`src/rtl/sofa_plus_scan_pkg.sv`:
```
// Shared types and defaults for the scan-chain controller.
// Build option: SOFA_PLUS_SCAN_COMPARE_EN enables the response comparator.
package sofa_plus_scan_pkg;

  localparam int DEF_CHAIN_LEN  = 32;
  localparam int DEF_CAP_CYCLES = 1;

  typedef enum logic [2:0] {
    ST_IDLE,
    ST_LOAD,
    ST_CAPTURE,
    ST_UNLOAD,
    ST_DONE
  } state_t;

endpackage

```
`src/rtl/sofa_plus_scan_sr.sv`:
```
// Loadable left-shift register.
// Serves as the pattern, expect and response paths of the controller.
module sofa_plus_scan_sr #(
  parameter int W = 32
) (
  input  logic         i_clk,
  input  logic         i_rst_n,
  input  logic         i_load,
  input  logic [W-1:0] i_d,
  input  logic         i_shift,
  input  logic         i_sin,
  output logic [W-1:0] o_q,
  output logic         o_msb
);

  logic [W-1:0] r_q;

  always_ff @(posedge i_clk or negedge i_rst_n) begin
    if (!i_rst_n) begin
      r_q <= '0;
    end else if (i_load) begin
      r_q <= i_d;
    end else if (i_shift) begin
      r_q <= {r_q[W-2:0], i_sin};
    end
  end

  assign o_q   = r_q;
  assign o_msb = r_q[W-1];

endmodule

```
`src/rtl/sofa_plus_scan_ctrl.sv`:
```
// Scan-chain load/capture/unload sequencer with optional response compare.
// Build option: SOFA_PLUS_SCAN_COMPARE_EN (comparator, mismatch_cnt, fail).
module sofa_plus_scan_ctrl
  import sofa_plus_scan_pkg::*;
#(
  parameter int CHAIN_LEN  = DEF_CHAIN_LEN,
  parameter int CAP_CYCLES = DEF_CAP_CYCLES
) (
  input  logic                           C,
  input  logic                           RB,
  input  logic                           start,
  input  logic [CHAIN_LEN-1:0]           pat_data,
  input  logic [CHAIN_LEN-1:0]           exp_data,
  input  logic                           scan_out_i,
  output logic                           scan_in_o,
  output logic                           test_en_o,
  output logic                           busy,
  output logic                           done,
  output logic [CHAIN_LEN-1:0]           resp_data,
  output logic [$clog2(CHAIN_LEN+1)-1:0] mismatch_cnt,
  output logic                           fail
);

  localparam int MW = $clog2(CHAIN_LEN + 1);
  localparam int CW = $clog2(CHAIN_LEN + 16);

  state_t          r_state;
  logic [CW-1:0]   r_cnt;
  logic            r_sample;
  logic            w_accept;
  logic            w_pat_msb;
  logic [CHAIN_LEN-1:0] w_unused_pat;
  logic            w_unused_rsp;

  assign w_accept = (r_state == ST_IDLE) && start;

  // Chain-facing outputs are decided from the current state, so the
  // chain runs one cycle behind the state register.
  always_ff @(posedge C or negedge RB) begin
    if (!RB) begin
      r_state   <= ST_IDLE;
      r_cnt     <= '0;
      r_sample  <= 1'b0;
      scan_in_o <= 1'b0;
      test_en_o <= 1'b0;
      busy      <= 1'b0;
      done      <= 1'b0;
    end else begin
      r_sample <= (r_state == ST_UNLOAD);
      done     <= (r_state == ST_DONE);
      unique case (r_state)
        ST_IDLE: begin
          test_en_o <= 1'b0;
          scan_in_o <= 1'b0;
          busy      <= start;
          r_cnt     <= '0;
          if (start) r_state <= ST_LOAD;
        end
        ST_LOAD: begin
          test_en_o <= 1'b1;
          scan_in_o <= w_pat_msb;
          busy      <= 1'b1;
          if (r_cnt == CW'(CHAIN_LEN - 1)) begin
            r_cnt   <= '0;
            r_state <= ST_CAPTURE;
          end else begin
            r_cnt <= r_cnt + CW'(1);
          end
        end
        ST_CAPTURE: begin
          test_en_o <= 1'b0;
          scan_in_o <= 1'b0;
          busy      <= 1'b1;
          if (r_cnt == CW'(CAP_CYCLES - 1)) begin
            r_cnt   <= '0;
            r_state <= ST_UNLOAD;
          end else begin
            r_cnt <= r_cnt + CW'(1);
          end
        end
        ST_UNLOAD: begin
          test_en_o <= 1'b1;
          scan_in_o <= 1'b0;
          busy      <= 1'b1;
          if (r_cnt == CW'(CHAIN_LEN - 1)) begin
            r_cnt   <= '0;
            r_state <= ST_DONE;
          end else begin
            r_cnt <= r_cnt + CW'(1);
          end
        end
        ST_DONE: begin
          test_en_o <= 1'b0;
          scan_in_o <= 1'b0;
          busy      <= 1'b0;
          r_state   <= ST_IDLE;
        end
        default: r_state <= ST_IDLE;
      endcase
    end
  end

  sofa_plus_scan_sr #(.W(CHAIN_LEN)) u_pat (
    .i_clk   (C),
    .i_rst_n (RB),
    .i_load  (w_accept),
    .i_d     (pat_data),
    .i_shift (r_state == ST_LOAD),
    .i_sin   (1'b0),
    .o_q     (w_unused_pat),
    .o_msb   (w_pat_msb)
  );

  sofa_plus_scan_sr #(.W(CHAIN_LEN)) u_rsp (
    .i_clk   (C),
    .i_rst_n (RB),
    .i_load  (1'b0),
    .i_d     ('0),
    .i_shift (r_sample),
    .i_sin   (scan_out_i),
    .o_q     (resp_data),
    .o_msb   (w_unused_rsp)
  );

`ifdef SOFA_PLUS_SCAN_COMPARE_EN
  logic                 w_exp_msb;
  logic [CHAIN_LEN-1:0] w_unused_exp;
  logic [MW-1:0]        r_mcnt;

  sofa_plus_scan_sr #(.W(CHAIN_LEN)) u_exp (
    .i_clk   (C),
    .i_rst_n (RB),
    .i_load  (w_accept),
    .i_d     (exp_data),
    .i_shift (r_sample),
    .i_sin   (1'b0),
    .o_q     (w_unused_exp),
    .o_msb   (w_exp_msb)
  );

  always_ff @(posedge C or negedge RB) begin
    if (!RB) begin
      r_mcnt <= '0;
    end else if (w_accept) begin
      r_mcnt <= '0;
    end else if (r_sample && (scan_out_i != w_exp_msb)
                 && (r_mcnt != MW'(CHAIN_LEN))) begin
      r_mcnt <= r_mcnt + MW'(1);
    end
  end

  assign mismatch_cnt = r_mcnt;
  assign fail         = |r_mcnt;
`else
  logic w_unused_exp;

  assign w_unused_exp = ^exp_data;
  assign mismatch_cnt = '0;
  assign fail         = 1'b0;
`endif

endmodule

```
`config.mk`:
```
export PLATFORM = sky130hd
export DESIGN_NAME = sofa_plus_scan_ctrl
export DESIGN_NICKNAME = d
export VERILOG_FILES = /design/src/rtl/sofa_plus_scan_pkg.sv /design/src/rtl/sofa_plus_scan_sr.sv /design/src/rtl/sofa_plus_scan_ctrl.sv
export SDC_FILE = /design/constraint.sdc
export NUM_CORES = 1
export LEC_CHECK = 0
export ABC_AREA = 1
export CORE_MARGIN = 8
export CORE_UTILIZATION = 65
export CTS_BUF_LIST = sky130_fd_sc_hd__clkbuf_4
export CTS_CLUSTER_DIAMETER = 30
export DETAILED_ROUTE_END_ITERATION = 10
export DONT_BUFFER_PORTS = 1
export PLACE_DENSITY = 0.81
export SYNTH_ARGS = -nofsm -noshare
export SYNTH_HDL_FRONTEND = slang
export SYNTH_SLANG_ARGS = --single-unit
```
`constraint.sdc`:
```
create_clock -name C -period 2.4 [get_ports C]
set_clock_uncertainty 0.15 [all_clocks]
set_input_delay 0.48 -clock C [delete_from_list [all_inputs] [get_ports C]]
set_output_delay 0.48 -clock C [all_outputs]
set_load 0.02 [all_outputs]
```
==> flow_metrics.tcl, run 1 <==
set metrics [dict create \
    status "completed" \
    p_int_mw 2.86 \
    wire_per_inst_um 14.4 \
    finalCriticalPeriod_ps 1920 \
    antenna_found_initial 0 \
    power_frac_seq 0.531 \
    vias 2384 \
    setup_viol_count_final 0 \
    die_w_um 88.1 \
    antenna_left 0 \
    crit_chain "inv_2, nand2_1, nor2_8, buf_4, nand2_1, nand3_1" \
    grt_overflow_total 0 \
    hold_path_class "in2reg" \
    critPathBufInv 2 \
    grtUsageMet2 0.272 \
    die_y_um 88.1 \
    dieArea_mm2 0.00777 \
    worstHoldStart "pat_data[0]" \
    synthTopCellsByArea "dfrtp_1, nand2_1, nand3_1" \
    cpMaxStageDelayCell "dfrtp_1" \
    drt-initial-drc-count 114 \
    htree_levels 3 \
    cts_root_buffer "clkbuf_4" \
    fin_nets 444 \
    rr_startpoint "r_state[2]$_DFFE_PN0P_" \
    routabilityCongestion 0.777 \
    clkLatencyLatePin_ps 400 \
    clk_pin_slew_ps 120 \
    yosysTopAreaCellShare 0.577 \
    grt_pass1_vias 2392 \
    groute.usage.overall 0.180 \
    slew_violations 0 \
    r2r_slack_ps 480 \
    yosys.area.top_type "dfrtp_1" \
    maxCapViolations 0 \
    boundaryPins 111 \
    ir_worst_vdd_mv 0.840 \
    crit_type "reg2reg" \
    synth.distinct_cells 27 \
    syn-cell-area_mm2 0.00338 \
    numCtsBuffers 9 \
    io_buffers 0 \
    start_util 0.666 \
    critPathTopFamily "simple AND/OR/NAND/NOR gates" \
    cts_tree "built" \
    period_share 0.801 \
    async_flop_share 1.00 \
    p_switching_mw 2.36 \
    ys_seq_elements 78 \
    drcViolationCount 0 \
    share_comb_of_total_power 0.326 \
    met1_usage 0.220 \
    layout-drive-gt1-share 0.0741 \
    slowest_delay_ps 520 \
    cts_sinks 78 \
    syn_inst 379 \
    vias_per_cell 5.32 \
    finalHoldViolCount 0 \
    yosys_warnings 0 \
    grt_max_degree 79 \
    finish.utilization 0.688 \
    drt-total-wl_um 6470 \
    start_kind "flop" \
    power_leakage_nw 1.70 \
    rsz0062_at_grt "false" \
    power_density_mw_per_mm2 1500 \
    synth_edf_count 0 \
    dp_hpwl_um 4340 \
    sw_frac_of_total 0.452 \
    syn_area_per_cell_um2 8.92 \
    cts_setup_buffers 0 \
    grtUsageMet3 0.0722 \
    drtPass1Iterations 4 \
    required_ps 2590 \
    clock_path_buffers 2 \
    cp.arrival_ps 2120 \
    critical_path.max_fanout 17 \
    clock_power_share 0.142 \
    num_antenna_cells 0 \
    ctsResizeCount 0 \
    area.growth.synth_to_final_pct 3.22 \
    num_rows 26 \
    gr-max-usage-layer "met2" \
    fmax_mhz 520 \
    cp-end-kind "flop" \
    ys.flop_type "dfrtp_1" \
    core_area_mm2 0.00507 \
    yosysSeqAreaShare 0.577 \
    crit_top_cell "nand2_1" \
    grt_pass1_wl_um 10900 \
    final.setup.tns_ps 0 \
    startpoint "r_state[2]$_DFFE_PN0P_" \
]
[final cells by class]
class / count / area [um2]
Clock buffer: 10 / 75.1
Timing Repair Buffer: 4 / 52.6
Clock inverter: 5 / 51.3
Tap cell: 70 / 87.6
Inverter: 26 / 100
Fill cell: 419 / 1590
Multi-Input combinational cell: 255 / 1170
Sequential cell: 78 / 1950
[cells by family after synthesis]
logic type	count (synthesis)	share of synthesized area
and+or+nand+nor	202	0.254
xor gates and xnor gates	1	0.00259
muxes	2	0.00666
AOI/OAI and AO/OA	41	0.0685
DFF	78	0.577
other	1	0.00111
buffers and inverters	52	0.0829
adders and majority gates	2	0.00740
[registers in the layout, indices dropped and copies added, names as in the netlist]
name / count
test_en_o: 1
u_rsp.o_q: 32
r_cnt: 6
u_pat.o_q: 32
r_state: 3
done: 1
busy: 1
r_sample: 1
scan_in_o: 1
[cells in the final DEF, fill, tap and decap left out]
cell type	instances
o211ai_1	1
nand2_1	127
clkbuf_4	10
o21ai_0	20
nor2_2	1
a21oi_2	1
bufinv_16	1
dlygate4sd3_1	1
inv_1	23
nor2_1	33
nor2_8	2
dfrtp_1	78
mux2_2	2
a2bb2oi_1	1
inv_4	1
buf_4	2
nand4_1	2
o22ai_1	2
clkinvlp_4	1
a21oi_1	15
o21bai_4	1
inv_2	2
ha_1	2
nand3_4	1
nand3_1	34
conb_1	7
xnor2_1	1
buf_16	1
clkinv_1	1
nor3_1	2
clkinv_2	2
[Yosys cell counts (2+ instances only)]
cell type / count
a21oi_1: 15
buf_2: 3
buf_4: 11
buf_6: 5
clkbuf_1: 7
dfrtp_1: 78
ha_1: 2
inv_1: 23
inv_2: 2
mux2_2: 2
nand2_1: 127
nand3_1: 34
nand4_1: 2
nor2_1: 33
nor2_8: 2
nor3_1: 2
o21ai_0: 20
o22ai_1: 2
[worst paths after layout]
kind | to | depth (start not counted)
worst max-delay path | u_pat.o_q[10]$_DFFE_PN0P_ | 6
worst min-delay path | u_pat.o_q[0]$_DFFE_PN0P_ | 2
worst max register to register | u_pat.o_q[10]$_DFFE_PN0P_ | 6
worst min register to register | u_pat.o_q[0]$_DFFE_PN0P_ | 2
max in group asynchronous | u_pat.o_q[19]$_DFFE_PN0P_ | 2
min in group asynchronous | u_rsp.o_q[30]$_DFFE_PN0P_ | 2
[what timing repair did]
item                       4_1_cts  5_1_grt
hold endpoints to repair        78        0
setup endpoints to repair        0        0
hold buffers                     2        0
[power by group through the flow]
stage	clock network [mW]	registers (mW)	logic [mW]
CTS	0.760	2.78	1.73
floorplan	0	2.62	1.61
detailed placement	0	2.81	1.69
global placement	0	2.79	1.61
finish	0.744	2.77	1.70
global route	0.824	2.87	2.00
[per-stage QoR]
step | hold WS [ps] | cell area, um2 | power (mW) | worst slack, ps | cells
after global placement | 36.4 | 3330 | 4.39 | 522 | 431
after global routing | 19.9 | 3490 | 5.70 | 382 | 448
final | 43.4 | 3490 | 5.22 | 478 | 448
after detailed placement | 36.5 | 3330 | 4.50 | 493 | 431
after CTS | 26.3 | 3490 | 5.26 | 466 | 448
after floorplan | 34.4 | 3400 | 4.24 | 1000 | 385
[metal layers]
layer	vias up	part of all wire
li1	1176	-
met4	0	0.019
met5	-	0
met1	1119	0.42
met3	11	0.11
met2	78	0.46
Power figures use the tool's default switching activity.
==> inputs of run 2 (changes only) <==
==> constraint.sdc (replaced) <==
create_clock -name C -period 1.9 [get_ports C]
set_clock_uncertainty 0.15 [all_clocks]
set_input_delay 0.38 -clock C [delete_from_list [all_inputs] [get_ports C]]
set_output_delay 0.38 -clock C [all_outputs]
set_load 0.02 [all_outputs]
==> flow_metrics.tcl, run 2 (synthesis gave the netlist of run 1 again) <==
set metrics [dict create \
    violations "hold timing" \
    crit_chain "inv_2, nand2_1, nor2_8, buf_4, nand2_1, nand3_1" \
    routabilityCongestion 0.765 \
    cts_tree "built" \
    period_share 0.865 \
    core_area_mm2 0.00507 \
    required_ps 2090 \
    ctsResizeCount 0 \
    start_util 0.666 \
    power_leakage_nw 1.86 \
    placed_cells 434 \
    dieArea_mm2 0.00777 \
    dp_hpwl_um 4480 \
    drcViolationCount 0 \
    cts_root_buffer "clkbuf_4" \
    status "finished with violations" \
    clkLatencyLatePin_ps 410 \
    vias_per_cell 5.23 \
    finalCriticalPeriod_ps 1640 \
    slowest_delay_ps 410 \
    groute.usage.overall 0.193 \
    die_w_um 88.1 \
    numCtsBuffers 9 \
    layout-drive-gt1-share 0.0730 \
    final_cells 481 \
    fin_nets 477 \
    mostFrequentLayoutCell "nand2_1" \
    hold_path_class "in2async" \
    clock_path_buffers 2 \
    r2r_cells 6 \
    power_density_mw_per_mm2 1810 \
    rsz0062_at_grt "false" \
    antenna_left 0 \
    crit_type "reg2reg" \
    cts_setup_buffers 0 \
    fmax_mhz 608 \
    area.growth.synth_to_final_pct 14.4 \
    drt-initial-drc-count 198 \
    layout_common_cells "nand2_1, dfrtp_1, nand3_1, nor2_1, dlygate4sd3_1" \
    n_fill_cell 334 \
    slew_violations 0 \
    pre_cts_ws_ps 289 \
    num_rows 26 \
    grt_pass1_vias 2580 \
    hold_ws_ps -503 \
    cp.arrival_ps 1830 \
    io_buffers 0 \
    crit_top_cell "nand2_1" \
    critical_path.max_fanout 15 \
    grt_max_degree 79 \
    start_kind "flop" \
    ir_worst_vdd_mv 0.982 \
    grt_overflow_total 0 \
    die_y_um 88.1 \
    cts_hold_buf 32 \
    maxCapViolations 0 \
    cp-end-kind "flop" \
    num_antenna_cells 0 \
    wire_per_inst_um 14.5 \
    multi_input_area_mm2 0.00117 \
    htree_levels 3 \
    clk_pin_slew_ps 120 \
    finalHoldViolCount 78 \
    grt_pass1_wl_um 11700 \
    seq_area_mm2 0.00195 \
    layout_setup_ws_ps 256 \
    drtPass1Iterations 5 \
    cts_sinks 78 \
    total_power_mw 6.99 \
    final.setup.tns_ps 0 \
    setup_viol_count_final 0 \
    drt-total-wl_um 6970 \
    boundaryPins 111 \
    antenna_found_initial 0 \
    cpMaxStageDelayCell "dfrtp_1" \
    vias 2514 \
]
[run 2: changes by cell type in the layout (fill, tap and decap cells not counted), sizes merged]
| cell | previous run | this run |
|---|---|---|
| clkinvlp | 1 | 0 |
| dlygate4sd3 | 1 | 32 |
| bufinv | 1 | 3 |
| clkinv | 3 | 2 |
| buf | 3 | 5 |
[run 2: layer usage]
metal / wire [um] / global-route usage / vias up
met5: 0 / 0 / -
met4: 34 / 0.0845 / 0
met3: 729 / 0.0657 / 4
met2: 3400 / 0.311 / 80
met1: 2800 / 0.229 / 1194
li1: - / - / 1236
[run 2: stage by stage]
| step | util | cell area [um2] | hold WS [ps] |
|---|---|---|---|
| floorplan | - | 3400 | -65.6 |
| global placement | 0.665 | 3370 | -63.5 |
| detailed placement | 0.665 | 3370 | -63.5 |
| CTS | 0.762 | 3870 | -529 |
| global route | 0.762 | 3870 | -531 |
| finish | 0.762 | 3870 | -503 |
[run 2: cell type report]
class | count | area share
sequential | 78 | 0.505
tap | 70 | 0.0226
inverter | 26 | 0.0259
clock buffer | 10 | 0.0194
clock inverter | 5 | 0.0256
timing repair buffer | 37 | 0.0990
multi-input combinational | 255 | 0.303
[run 2: final timing paths]
| check | from | end | slack, ps |
|---|---|---|---|
| min in group C | pat_data[30] | u_pat.o_q[30]$_DFFE_PN0P_ | 30 |
| hold / removal | RB | u_rsp.o_q[4]$_DFFE_PN0P_ | -500 |
| setup / recovery | r_state[2]$_DFFE_PN0P_ | u_pat.o_q[13]$_DFFE_PN0P_ | 260 |
| setup reg to reg | r_state[2]$_DFFE_PN0P_ | u_pat.o_q[13]$_DFFE_PN0P_ | 260 |
| hold reg to reg | u_pat.o_q[31]$_DFFE_PN0P_ | scan_in_o$_DFFE_PN0P_ | 340 |
| max in group asynchronous | RB | r_cnt[1]$_DFFE_PN0P_ | 1980 |
[run 2: report_power, final]
part | switching [mW] | internal, mW
Sequential | 1.06 | 2.44
Clock | 0.534 | 0.669
Combinational | 1.41 | 0.881
[run 2: critical path, delay by kind of cell, from the launching register on]
kind / cells / cell delay (ps)
and+or+nand+nor: 4 / 600
buffers and inverters: 2 / 420
DFF: 1 / 410
